**config.mk**
```make
export PLATFORM = sky130hd
export DESIGN_NAME = alu_op_sequencer
export DESIGN_NICKNAME = d
export VERILOG_FILES = /design/src/rtl/alu_op_sequencer.sv
export SDC_FILE = /design/constraint.sdc
export NUM_CORES = 1
export LEC_CHECK = 0
export ABC_AREA = 1
export CAP_MARGIN = 20
export CORE_MARGIN = 4
export CORE_UTILIZATION = 25
export DETAILED_ROUTE_END_ITERATION = 12
export PLACE_DENSITY_LB_ADDON = 0.3
export SLEW_MARGIN = 0
export SYNTH_ARGS = -nofsm -noshare
export SYNTH_HDL_FRONTEND = slang
export SYNTH_SLANG_ARGS = --single-unit
```
**constraint.sdc**
```tcl
create_clock -name clk -period 10 [get_ports clk]
set_input_delay 2 -clock clk [delete_from_list [all_inputs] [get_ports clk]]
set_output_delay 2 -clock clk [all_outputs]
set_load 0.005 [all_outputs]
```
**src/rtl/alu_op_sequencer.sv**
```systemverilog
// Multi-cycle 8-bit ALU sequencer: ADD/SUB in one pass, shifts/rotates one bit per cycle.
// Define ALU_SEQ_MUL_EN to build the 8-cycle shift-and-add multiplier for opcode 110.
module alu_op_sequencer (
  input  logic        clk,
  input  logic        rst_n,
  input  logic        in_valid,
  output logic        in_ready,
  input  logic [2:0]  op,
  input  logic [7:0]  a,
  input  logic [7:0]  b,
  output logic        out_valid,
  input  logic        out_ready,
  output logic [15:0] result,
  output logic        carry,
  output logic        zero,
  output logic        err
);

  localparam logic [1:0] S_IDLE = 2'd0;
  localparam logic [1:0] S_EXEC = 2'd1;
  localparam logic [1:0] S_DONE = 2'd2;

  localparam logic [2:0] OP_ADD = 3'd0;
  localparam logic [2:0] OP_SUB = 3'd1;
  localparam logic [2:0] OP_SHL = 3'd2;
  localparam logic [2:0] OP_SHR = 3'd3;
  localparam logic [2:0] OP_ROL = 3'd4;
  localparam logic [2:0] OP_ROR = 3'd5;
`ifdef ALU_SEQ_MUL_EN
  localparam logic [2:0] OP_MUL = 3'd6;
`endif

  logic [1:0]  r_state;
  logic [2:0]  r_op;
  logic [7:0]  r_a;
  logic [7:0]  r_b;
  logic [7:0]  r_cnt;
  logic [15:0] r_result;
  logic        r_carry;
  logic        r_zero;
  logic        r_err;

  logic [7:0]  w_addend;
  logic [7:0]  w_sum;
  logic        w_cout;
  logic [7:0]  w_shift;
  logic [7:0]  w_cnt_init;
  logic        w_final;
  logic [15:0] w_res_next;
  logic        w_carry_next;
  logic        w_err_next;

`ifdef ALU_SEQ_MUL_EN
  logic [15:0] r_acc;
  logic [8:0]  w_mul_sum;
  logic [15:0] w_acc_next;

  // Upper half accumulates the multiplicand, lower half shifts the multiplier out.
  always_comb begin
    w_mul_sum  = r_acc[0] ? ({1'b0, r_acc[15:8]} + {1'b0, r_a}) : {1'b0, r_acc[15:8]};
    w_acc_next = {w_mul_sum, r_acc[7:1]};
  end
`endif

  // SUB reuses the adder as a + ~b + 1, so carry=1 means no borrow.
  always_comb begin
    logic v_c;
    w_addend = (r_op == OP_SUB) ? ~r_b : r_b;
    v_c      = (r_op == OP_SUB);
    w_sum    = '0;
    for (int i = 0; i < 8; i++) begin
      w_sum[i] = r_a[i] ^ w_addend[i] ^ v_c;
      v_c      = (r_a[i] & w_addend[i]) | (v_c & (r_a[i] ^ w_addend[i]));
    end
    w_cout = v_c;
  end

  always_comb begin
    case (r_op)
      OP_SHL:  w_shift = {r_a[6:0], 1'b0};
      OP_SHR:  w_shift = {1'b0, r_a[7:1]};
      OP_ROL:  w_shift = {r_a[6:0], r_a[7]};
      OP_ROR:  w_shift = {r_a[0], r_a[7:1]};
      default: w_shift = r_a;
    endcase
  end

  always_comb begin
    case (op)
      OP_SHL, OP_SHR, OP_ROL, OP_ROR: w_cnt_init = {5'b00000, b[2:0]};
`ifdef ALU_SEQ_MUL_EN
      OP_MUL:                         w_cnt_init = 8'd8;
`endif
      default:                        w_cnt_init = 8'd1;
    endcase
  end

  // A zero shift amount still spends one EXEC cycle and returns a unchanged.
  always_comb begin
    w_final      = 1'b0;
    w_res_next   = '0;
    w_carry_next = 1'b0;
    w_err_next   = 1'b0;
    case (r_op)
      OP_ADD, OP_SUB: begin
        w_final      = 1'b1;
        w_res_next   = {8'h00, w_sum};
        w_carry_next = w_cout;
      end
      OP_SHL, OP_SHR, OP_ROL, OP_ROR: begin
        w_final    = (r_cnt <= 8'd1);
        w_res_next = {8'h00, (r_cnt == 8'd0) ? r_a : w_shift};
      end
`ifdef ALU_SEQ_MUL_EN
      OP_MUL: begin
        w_final    = (r_cnt == 8'd1);
        w_res_next = w_acc_next;
      end
`endif
      default: begin
        w_final    = 1'b1;
        w_err_next = 1'b1;
      end
    endcase
  end

  always_ff @(posedge clk or negedge rst_n) begin
    if (!rst_n) begin
      r_state  <= S_IDLE;
      r_op     <= '0;
      r_a      <= '0;
      r_b      <= '0;
      r_cnt    <= '0;
      r_result <= '0;
      r_carry  <= 1'b0;
      r_zero   <= 1'b0;
      r_err    <= 1'b0;
`ifdef ALU_SEQ_MUL_EN
      r_acc    <= '0;
`endif
    end else begin
      case (r_state)
        S_IDLE: begin
          if (in_valid && in_ready) begin
            r_op    <= op;
            r_a     <= a;
            r_b     <= b;
            r_cnt   <= w_cnt_init;
`ifdef ALU_SEQ_MUL_EN
            r_acc   <= {8'h00, b};
`endif
            r_state <= S_EXEC;
          end
        end
        S_EXEC: begin
          r_a <= w_shift;
`ifdef ALU_SEQ_MUL_EN
          r_acc <= w_acc_next;
`endif
          if (w_final) begin
            r_cnt    <= '0;
            r_result <= w_res_next;
            r_carry  <= w_carry_next;
            r_err    <= w_err_next;
            r_zero   <= (w_res_next == 16'h0000);
            r_state  <= S_DONE;
          end else begin
            r_cnt <= r_cnt - 8'd1;
          end
        end
        S_DONE: begin
          if (out_ready) r_state <= S_IDLE;
        end
        default: r_state <= S_IDLE;
      endcase
    end
  end

  assign in_ready  = (r_state == S_IDLE) && rst_n;
  assign out_valid = (r_state == S_DONE);
  assign result    = r_result;
  assign carry     = r_carry;
  assign zero      = r_zero;
  assign err       = r_err;

endmodule
```
==> Word level (Yosys, flattened, before mapping) <==
Cells that the tools add are included.
{ "totals": {"register_bits": 48, "inputBits": 23, "output_inout_bits": 21, "wordCells": 98} }
{ "op_classes": {"n_addsub": 1, "n_lt_le_gt_ge": 1, "n_eq_ne": 14, "mux": 17, "bitwise_logic": 41, "reduce_logical": 15} }
{ "op_table": {"columns": ["op", "count"], "rows": [
  ["one-hot mux 8 bit (2 select lines)", 3],
  ["two-way mux 8 bit", 5],
  ["one-hot mux 8 bit (4 select lines)", 1],
  ["bitwise AND 1 bit", 16],
  ["zero test 16 bit", 1],
  ["bitwise XOR 1 bit", 16],
  ["== test 3 x 2 -> 1 bit (second input constant)", 4],
  ["== test 3 bit (second input constant)", 4],
  ["<= comparator 8 x 1 -> 1 bit (second input constant)", 1],
  ["zero test 8 bit", 1],
  ["NOT 8 bit", 1],
  ["bitwise OR 1 bit", 8],
  ["OR reduction 4 bit", 2],
  ["subtractor 8 x 1 -> 8 bit (second input constant)", 1],
  ["two-way mux 2 bit", 3],
  ["one-hot mux 2 bit (3 select lines)", 1],
  ["AND reduction 2 bit", 3],
  ["OR reduction 6 bit", 1],
  ["inequality test 2 bit (second input constant)", 2],
  ["== test 3 x 1 -> 1 bit (second input constant)", 1],
  ["zero test 3 bit", 1],
  ["two-way mux 1 bit", 3],
  ["two-way mux 3 bit", 1],
  ["AND reduction 3 bit", 1],
  ["7 further kinds", 8]
]} }

==> Depth between registers and ports, before layout <==
Gate-level depths: netlist of the first run.
{ "logic_depth": {"ltp_word": 20, "depth_mapped": 21, "ltp_nobuf": 21} }

==> Worst setup path before layout of the first run <==
Ideal clock, no wire load.
{ "synth_timing": {"path_type": "input port to output port", "start": "in rst_n", "end": "out in_ready", "arrival_time_ns": 2.251, "t_required_ns": 8.000, "slack_ns": 5.749, "path_stages": 1, "path_buffers": 0, "path_cell_list": "nor3b_1"} }
{ "synth_via": {"elab_chain_cells": 1} }
{ "synth_lines": {"columns": ["element", "line", "rtl"], "rows": [
  ["from (decl)", "5", "input logic rst_n,"],
  ["logical AND 1 bit", "179", "assign in_ready = (r_state == S_IDLE) && rst_n;"],
  ["to (decl)", "7", "output logic in_ready,"]
]} }
Every way passes these cells.

==> Worst setup path after layout of the first run <==
Ends and elaborated chain as after synthesis.

==> results.md, run 1 <==
- Core area: 9770 um2
- Internal Power: 0.590 mW
- Top cells by area, synth: dfrtp_1 40%, nand2_1 12%, fa_1 5.6%
- Critical Path Start: rst_n
- RSZ-0062 raised after global routing: no
- R2r setup slk: ~5.4 ns
- CP peak stage delay: 0.54 ns
- Grt ovf: 0
- Worst Setup Start Kind: primary input
- XOR/XNOR share of the synthesized area: 0.0489
- Yosys top cell by area: dfrtp_1
- WL final: around 6.4 mm
- GR Util All Layers: 0.116
- Max-slew violation count: 0
- Clock-pin slew on the worst setup and hold paths: 0.08 ns
- Commonest non-fill, non-tap cell in the layout: nand2_1
- Post-Syn Area: 2510 um2
- GP Congestion: just under 0.9
- Top cell type's share of synthesized area: 0.399
- Synth Area in Compound Gates: 0.112
- Pwr Total: 1.17 mW
- Vias: about 2100
- Post-CTS Setup Inserts: 0
- Outcome: finished, final reports clean
- Maximum clock path buffer count: 2
- Post-Place Worst Slack: 4.60 ns
- Switching part of the total power: 0.497
- Hold Vio Cnt, Final: 0
- Psw: 0.584 mW
- Seq/Total Area, Yosys: 0.399
- First-pass DRT Iterations: 4
- CTS buffer count: 5
- Share of cells above drive strength 1: 0.0816
- Largest net degree at the start of global routing: 42
- DP Wirelength: approximately 4.7 mm
- Max frequency: around 190 MHz
- Post-CTS resize count: 0
- Mux contribution to synthesized area: 0
- Main combinational cell family by area after synthesis: simple AND/OR/NAND/NOR gates
- Worst Reg-to-Reg Cells: 21
- Area growth syn-to-layout: 21.4%
- Setup TNS: 0 ns
- Hold-fix buffers, CTS: 0
- Worst min path class: register to register
- Nets: 374
- Clock sink count: 40
- P per Cell Area: roughly 390 nW/um2
- Crit share post-route: 0.535
- CP Capture Point: in_ready
- Die width: 108 um
- Worst r2r src: r_op[1]
- Cells after synthesis: 310
- Post-synth cell types: 36
- Ys Warns: 0
- CP endpoint kind: output pin
- Vias in the first global route: 2123
- Peak VDD IR: 125 uV
- Initial antenna violation count: 0
- Critical path cell sequence: buf_2, buf_4, nor3b_1, clkdlybuf4s50_1
- CP max FO: 41
- Simple logic cell fraction of the synthesized area: 0.276
- Die area: 11700 um2
- Clock Skews: 0.00317 ns
- First-pass GRT wire length: 10.6 mm
- CTS Root Cell: clkbuf_8
- Post-Synth Adder-Cell Area: 0.0658
- Post-DRT Antenna Nets: 0
- Starting Density: 0.257
- Worst R2R End: zero
- Crit Path Class: primary input to output pin
- Vias per cell: 4.48
- Synth Register Bits: 40
- Slew HR: 0.551
- Die height: 108 um
- Data arrival, critical path: 3.35 ns
- Clk_lat worst skew: 0.30 ns
- Finish-stage setup viols: 0
- Seq pwr share: 0.258
- Max_cap viols: 0
- Clock power share: 0.114
- Required @ worst endpoint: 8.00 ns
- Setup WS post-layout: 4.65 ns
- Cell Rows: 36
- CTS tree: yes
- Total leakage power: 1.40 nW
- Most frequent cells in the layout: 82 x nand2_1, 40 x dfrtp_1, 34 x clkdlybuf4s50_1, 26 x inv_1, 26 x nor2_1
- DRC errors left: 0
- IO Count: 44
- CP max-delay cell: clkdlybuf4s50_1
- Worst Max-Slew Pin Slew: 0.672 ns
- Antenna Diode Count: 0
- Wire per inst: 13.3 um
- Synthesized area per cell: 8.09 um2
- Port Buffers: 35
- Iteration-0 DRC Markers: around 170
- Number of H-tree levels: 2
- Tmin final: 5.35 ns
- Gate power share: 0.628
## flip-flops by register name (all words and copies together) (netlist names)
register,flops
r_a,8
r_b,8
r_cnt,8
result,8
r_op,3
r_state,2
carry,1
err,1
zero,1
## how the worst min path moves through the flow
| stage | startpoint | to | slack, ns | cells after the start |
|---|---|---|---|---|
| floorplan | r_b[5] | r_b[5] | 0.47 | 2 |
| global placement | carry | carry | 0.47 | 2 |
| detailed placement | carry | carry | 0.47 | 2 |
| CTS | carry | carry | 0.49 | 2 |
| global route | result[5] | result[5] | 0.52 | 2 |
| finish | carry | carry | 0.49 | 2 |
## through the flow
stage                     hold slack [ns]  std cells  area [um2]  utilization
after floorplan                     0.468        317        2530            -
final                               0.485        476        3050        0.312
after CTS                           0.492        476        3050        0.312
after global routing                0.522        476        3050        0.312
after global placement              0.467        468        2940        0.300
after detailed placement            0.470        468        2940        0.300
## cell families (layout without fill, tap and decap cells)
| family | after synthesis | after routing |
|---|---|---|
| compound gates | 46 | 46 |
| xor+xnor | 14 | 14 |
| fa+ha+maj | 9 | 9 |
| buf+inv | 49 | 75 |
| flops | 40 | 40 |
| other cells | 1 | 8 |
| simple gates | 151 | 151 |
## synth_stat cells
library cell / number
nor2_1: 26
ha_1: 2
inv_1: 26
nand3_1: 18
or2_2: 1
inv_2: 2
nor2_8: 2
a21oi_2: 1
nand2_2: 3
fa_1: 7
nor2_2: 1
xnor2_1: 5
o22ai_1: 4
xor2_1: 9
a21boi_0: 2
a31oi_1: 4
nand2_1: 82
buf_2: 5
clkbuf_1: 2
inv_4: 3
conb_1: 1
nand2_4: 2
o21ai_0: 11
buf_6: 1
o21ai_2: 2
a21oi_1: 12
o22a_1: 1
o21ai_1: 3
nor3b_1: 1
nand4_1: 11
dfrtp_1: 40
o31ai_1: 1
buf_4: 10
o221ai_1: 5
nor2_4: 1
nor3_1: 3
## routing by layer
metal | global-route usage | share of wire
met1 | 0.166 | 0.49
met2 | 0.179 | 0.43
met3 | 0.0269 | 0.069
met4 | 0.0271 | 0.0093
met5 | 0 | 0
## worst max-delay path, delay by kind of cell
family / cells / cell delay (ns)
buffers and inverters: 3 / 1.04
AND/OR/NAND/NOR: 1 / 0.29
## area by class of cell
class	count	area, um2
clock buffers	5	68.8
clock inverters	3	42.5
fillers	1065	6730
inverters	31	124
multi-input cells	228	1290
flip-flops and latches	40	1000
well taps	133	166
repair buffers	36	353
## power groups by stage
stage,logic (mW),registers (mW),clock network [mW]
after floorplan,0.553,0.290,0
after CTS,0.736,0.304,0.137
after global routing,0.827,0.316,0.145
final,0.738,0.303,0.133
after global placement,0.726,0.305,0
after detailed placement,0.732,0.306,0
Power figures use the tool's default switching activity.
==> inputs of run 2 (changes only) <==
Clock period 10 ns to 5.3 ns, I/O delays scaled along.
==> results.md, run 2 (synthesis results as in run 1) <==
- Outcome: finished, final reports clean (unchanged)
- Area growth syn-to-layout: 20.6% (was 21.4%)
- Most used cell, CP: fa_1
- CP peak stage delay: 0.43 ns (was 0.54 ns)
- DP Wirelength: 5.04 mm (was 4.69 mm)
- Hold-fix buffers, CTS: 0 (unchanged)
- R2r setup slk: 0.82 ns (was 5.40 ns)
- IO Count: 44 (unchanged)
- Initial antenna violation count: 0 (unchanged)
- Detail Route met3 WL: 377 um (was 437 um)
- Post-route cell area: 3030 um2 (was 3050 um2)
- Total leakage power: 1.39 nW (was 1.40 nW)
- WL final: 6.46 mm (was 6.35 mm)
- RSZ-0062 raised after global routing: no (unchanged)
- Largest net degree at the start of global routing: 41 (was 42)
- DP Cell Count: 468 (unchanged)
- Critical path cell sequence: inv_1, nand2_2, inv_1, nand2_1, xnor2_1, fa_1, fa_1, fa_1, fa_1, inv_1, fa_1, fa_1, inv_1, fa_1, nand2_1, nand2_1, nor2_1, nand2_1, nor2_1, nand2_1, nand2_1 (was buf_2, buf_4, nor3b_1, clkdlybuf4s50_1)
- Maximum clock path buffer count: 2 (unchanged)
- Data arrival, critical path: 4.72 ns (was 3.35 ns)
- Vias in the first global route: 2097 (was 2123)
- CP max FO: 15 (was 41)
- Max frequency: 223 MHz
- CP max-delay cell: fa_1 (was clkdlybuf4s50_1)
- Post-DRT Antenna Nets: 0 (unchanged)
- Crit share post-route: 0.846
- Post-CTS resize count: 0 (unchanged)
- CTS Root Cell: clkbuf_8 (unchanged)
- DRC errors left: 0 (unchanged)
- CTS tree: yes (unchanged)
- GR Util All Layers: 0.120 (was 0.116)
- Vias: 2128 (was 2133)
- Seq pwr share: 0.265 (was 0.258)
- Die height: 108 um (unchanged)
- Finish-stage setup viols: 0 (unchanged)
- Grt ovf: 0 (unchanged)
- Worst Setup Start Kind: register (was primary input)
- Clk_lat worst skew: 0.29 ns (was 0.30 ns)
- Die area: 11700 um2 (unchanged)
- CTS buffer count: 5 (unchanged)
- Post-CTS Setup Inserts: 0 (unchanged)
- Vias per cell: 4.47 (was 4.48)
- Worst min path class: register to register (unchanged)
- Clock sink count: 40 (unchanged)
- Switching part of the total power: 0.501 (was 0.497)
- Peak VDD IR: 166 uV (was 125 uV)
- Slew HR: 0.597 (was 0.551)
- Worst Reg-to-Reg Cells: 21 (unchanged)
- First-pass GRT wire length: 10.9 mm (was 10.6 mm)
- Tmin final: 4.48 ns
- Required @ worst endpoint: 5.54 ns (was 8.00 ns)
- Crit Path Class: register to register (was primary input to output pin)
- Internal Power: 1.08 mW (was 0.590 mW)
- Cell Rows: 36 (unchanged)
- Max-slew violation count: 0 (unchanged)
- Die width: 108 um (unchanged)
- Nets: 374 (unchanged)
- Met2 Routed Length: 2.87 mm (was 2.74 mm)
- Core area: 9770 um2 (unchanged)
- CP endpoint kind: register (was output pin)
- Psw: 1.08 mW (was 0.584 mW)
- Clock-pin slew on the worst setup and hold paths: 0.07 ns (was 0.08 ns)
- Pwr Total: 2.16 mW (was 1.17 mW)
- DRT met1 WL: 3.15 mm (was 3.12 mm)
- Most frequent cells in the layout: 82 x nand2_1, 40 x dfrtp_1, 34 x clkdlybuf4s50_1, 26 x inv_1, 26 x nor2_1 (unchanged)
- Iteration-0 DRC Markers: 132 (was 173)
- Top sig layer: met4 (unchanged)
- Hold Vio Cnt, Final: 0 (unchanged)
- P per Cell Area: 715 nW/um2 (was 386 nW/um2)
- Setup TNS: 0 ns (unchanged)
- Number of H-tree levels: 2 (unchanged)
- CP Capture Point: zero (was in_ready)
- Post-Place Worst Slack: 0.849 ns (was 4.60 ns)
- Worst Max-Slew Pin Slew: 0.604 ns (was 0.672 ns)
- Worst r2r src: r_op[2] (was r_op[1])
- Setup WS post-layout: 0.819 ns (was 4.65 ns)
- Commonest non-fill, non-tap cell in the layout: nand2_1 (unchanged)
- Worst R2R End: zero (unchanged)
- Share of cells above drive strength 1: 0.0758 (was 0.0816)
- Clock power share: 0.097 (was 0.114)
- Placed cell area: 2940 um2 (unchanged)
- Critical Path Start: r_op[2] (was rst_n)
- GP Congestion: 0.843 (was 0.868)
- Non-filler cells, final: 476 (unchanged)
- Clock Skews: 0.00263 ns (was 0.00317 ns)
- Gate power share: 0.638 (was 0.628)
- First-pass DRT Iterations: 4 (unchanged)
- Starting Density: 0.257 (unchanged)
- Wire per inst: 13.6 um (was 13.3 um)
- Port Buffers: 35 (unchanged)
- Max_cap viols: 0 (unchanged)
- Antenna Diode Count: 0 (unchanged)
## run 2: cell type report
type                    count  area (um2)
clock buffers               8        90.1
fillers                  1070        6750
inverters                  31         124
multi-input cells         228        1290
flip-flops and latches     40        1000
well taps                 133         166
repair buffers             36         353
## run 2: per-layer routing
metal	GRT usage	vias up
li1	-	1063
met1	0.167	1006
met2	0.186	53
met3	0.0322	6
met4	0.0271	0
met5	0	-
## run 2: through the flow
stage	hold slack, ns	utilization
after global routing	0.507	0.310
after global placement	0.467	0.300
after detailed placement	0.470	0.300
after floorplan	0.468	-
final	0.484	0.310
after CTS	0.489	0.310
## run 2: worst min path at each step
stage | start | slack, ns | cells past startpoint | endpoint
2_1_floorplan | r_b[5] | 0.47 | 2 | r_b[5]
3_3_place_gp | result[5] | 0.47 | 2 | result[5]
3_5_place_dp | result[4] | 0.47 | 2 | result[4]
4_1_cts | result[4] | 0.49 | 2 | result[4]
5_1_grt | zero | 0.51 | 2 | zero
6_report | result[4] | 0.48 | 2 | result[4]
## run 2: worst max-delay path, delay by kind of cell, from the launching register on
family	cells	cell delay (ns)
buf+inv	4	0.46
flops	1	0.40
fa+ha+maj	7	2.39
simple gates	9	0.95
xor+xnor	1	0.24
## run 2: power by group through the flow
stage | combinational [mW] | sequential (mW) | clock (mW)
after floorplan | 1.04 | 0.548 | 0
after global routing | 1.58 | 0.596 | 0.236
final | 1.38 | 0.574 | 0.211
after detailed placement | 1.39 | 0.581 | 0
after CTS | 1.39 | 0.576 | 0.218
after global placement | 1.38 | 0.579 | 0
==> inputs of run 3 (changes only) <==
Clock period 5.3 ns to 4.1 ns, I/O delays scaled along.
==> results.md, run 3 (synthesis results as in run 1) <==
- Finish-stage setup viols: 0 (unchanged)
- Seq pwr share: 0.260 (was 0.265)
- Vias: 2146 (was 2128)
- Wire per inst: 13.2 um (was 13.6 um)
- Outcome: finished, final reports clean (unchanged)
- Data arrival, critical path: 4.04 ns (was 4.72 ns)
- Most frequent cells in the layout: 81 x nand2_1, 40 x dfrtp_1, 34 x clkdlybuf4s50_1, 26 x inv_1, 26 x nor2_1 (was 82 x nand2_1, 40 x dfrtp_1, 34 x clkdlybuf4s50_1, 26 x inv_1, 26 x nor2_1)
- Nets: 380 (was 374)
- Multi-input gate area: 1300 um2 (was 1290 um2)
- Most used cell, CP: nand2_1 (was fa_1)
- Area growth syn-to-layout: 22.3% (was 20.6%)
- Crit Path Class: register to register (unchanged)
- Setup TNS: 0 ns (unchanged)
- Core area: 9770 um2 (unchanged)
- Largest net degree at the start of global routing: 41 (unchanged)
- Post-route cell area: 3070 um2 (was 3030 um2)
- Clock Skews: 0.00657 ns (was 0.00263 ns)
- Iteration-0 DRC Markers: 131 (was 132)
- Hold-fix buffers, CTS: 0 (unchanged)
- Worst Setup Start Kind: register (unchanged)
- WL final: 6.36 mm (was 6.46 mm)
- Initial antenna violation count: 0 (unchanged)
- Crit share post-route: 0.928 (was 0.846)
- Critical path cell sequence: inv_1, nand2_2, inv_1, nand2_2, buf_4, o21ai_0, fa_2, fa_2, fa_2, fa_1, inv_1, fa_1, fa_1, inv_1, fa_1, nand2_1, nand2_1, nor2_1, nand2_1, nor2_1, nand2_1, nand2_1 (was inv_1, nand2_2, inv_1, nand2_1, xnor2_1, fa_1, fa_1, fa_1, fa_1, inv_1, fa_1, fa_1, inv_1, fa_1, nand2_1, nand2_1, nor2_1, nand2_1, nor2_1, nand2_1, nand2_1)
- Total leakage power: 1.41 nW (was 1.39 nW)
- Non-filler cells, final: 481 (was 476)
- Max frequency: 263 MHz (was 223 MHz)
- Antenna Diode Count: 0 (unchanged)
- Hold Vio Cnt, Final: 0 (unchanged)
- Placed cell area: 2970 um2 (was 2940 um2)
- CTS Root Cell: clkbuf_8 (unchanged)
- Maximum clock path buffer count: 2 (unchanged)
- GP Congestion: 0.848 (was 0.843)
- CTS buffer count: 5 (unchanged)
- Commonest non-fill, non-tap cell in the layout: nand2_1 (unchanged)
- RSZ-0062 raised after global routing: no (unchanged)
- Final Util: 0.314 (was 0.310)
- IO Count: 44 (unchanged)
- Clock sink count: 40 (unchanged)
- P per Cell Area: 921 nW/um2 (was 715 nW/um2)
- Clock power share: 0.087 (was 0.097)
- Storage cell area: 1000 um2 (unchanged)
- Slew HR: 0.597 (about the same)
- Max_cap viols: 0 (unchanged)
- Port Buffers: 35 (unchanged)
- Clock-pin slew on the worst setup and hold paths: 0.07 ns (about the same)
- CP peak stage delay: 0.42 ns (was 0.43 ns)
- Gate power share: 0.653 (was 0.638)
- Share of cells above drive strength 1: 0.103 (was 0.0758)
- Tmin final: 3.81 ns (was 4.48 ns)
- Number of H-tree levels: 2 (unchanged)
- Grt ovf: 0 (unchanged)
- GR Util All Layers: 0.119 (was 0.120)
- Worst min path class: register to register (unchanged)
- CP max-delay cell: fa_1 (unchanged)
- CP max FO: 4 (was 15)
- Vias per cell: 4.46 (was 4.47)
- Vias in the first global route: 2130 (was 2097)
- Starting Density: 0.257 (unchanged)
- Worst Max-Slew Pin Slew: 0.604 ns (about the same)
- Required @ worst endpoint: 4.33 ns (was 5.54 ns)
- Critical path buffers and inverters: 5 (was 4)
- DP Wirelength: 4.91 mm (was 5.04 mm)
- Pwr Total: 2.83 mW (was 2.16 mW)
- First-pass DRT Iterations: 4 (unchanged)
- Post-DRT Antenna Nets: 0 (unchanged)
- Die area: 11700 um2 (unchanged)
- Clk_lat worst skew: 0.29 ns (about the same)
- First-pass GRT wire length: 10.9 mm (about the same)
- Internal Power: 1.42 mW (was 1.08 mW)
- DRC errors left: 0 (unchanged)
- Psw: 1.41 mW (was 1.08 mW)
- Max-slew violation count: 0 (unchanged)
- CP endpoint kind: register (unchanged)
- Die height: 108 um (unchanged)
- CTS tree: yes (unchanged)
- Cell family with most CP delay: adder cells (unchanged)
- DP Cell Count: 473 (was 468)
- Cell Rows: 36 (unchanged)
- Die width: 108 um (unchanged)
- Peak VDD IR: 254 uV (was 166 uV)
- Fill cells: 1089 (was 1070)
- Switching part of the total power: 0.497 (was 0.501)
-- run 3: power by group through the flow --
stage                     clock [mW]  sequential (mW)  combinational [mW]
after floorplan                    0            0.708                1.35
after global placement             0            0.737                1.81
after detailed placement           0            0.741                1.82
after CTS                      0.259            0.735                1.84
after global routing           0.277            0.765                2.10
final                          0.246            0.734                1.85
-- run 3: timing repair --
item,CTS,global route
setup endpoints to repair,0,1
gates resized for setup,0,4
buffers inserted,0,1
-- run 3: area by class of cell --
class	count	area share
Clock inverter	1	0.00163
Clock buffer	6	0.0237
Sequential cell	40	0.326
Tap cell	133	0.0542
Inverter	31	0.0404
Multi-Input combinational cell	228	0.424
Timing Repair Buffer	42	0.130
-- run 3: worst min-delay path, stage by stage (launching register included) --
cell	delay [ns]
dfrtp_1	0.35
nand2_1	0.05
nand2_1	0.05
-- run 3: path summary, 6_finish.rpt --
kind                       endpoint  slack, ns  depth (start not counted)     from
min                           carry       0.48                          2    carry
min in group asynchronous     carry       0.62                          2    rst_n
max in group asynchronous    r_b[0]       3.12                          2    rst_n
min reg2reg                   carry       0.48                          2    carry
max                            zero       0.29                         22  r_op[2]
max reg2reg                    zero       0.29                         22  r_op[2]
-- run 3: layer usage --
| layer | up-vias | part of all wire | GRT usage |
|---|---|---|---|
| met2 | 55 | 0.45 | 0.179 |
| met5 | - | 0 | 0 |
| li1 | 1073 | - | - |
| met3 | 8 | 0.058 | 0.0263 |
| met1 | 1010 | 0.49 | 0.174 |
| met4 | 0 | 0.0080 | 0.0271 |
-- run 3: metrics by stage --
stage | setup WS [ns] | hold slack (ns)
after floorplan | 0.128 | 0.468
after global placement | 0.275 | 0.467
after detailed placement | 0.180 | 0.467
after CTS | 0.109 | 0.488
after global routing | 0.0264 | 0.519
final | 0.294 | 0.483
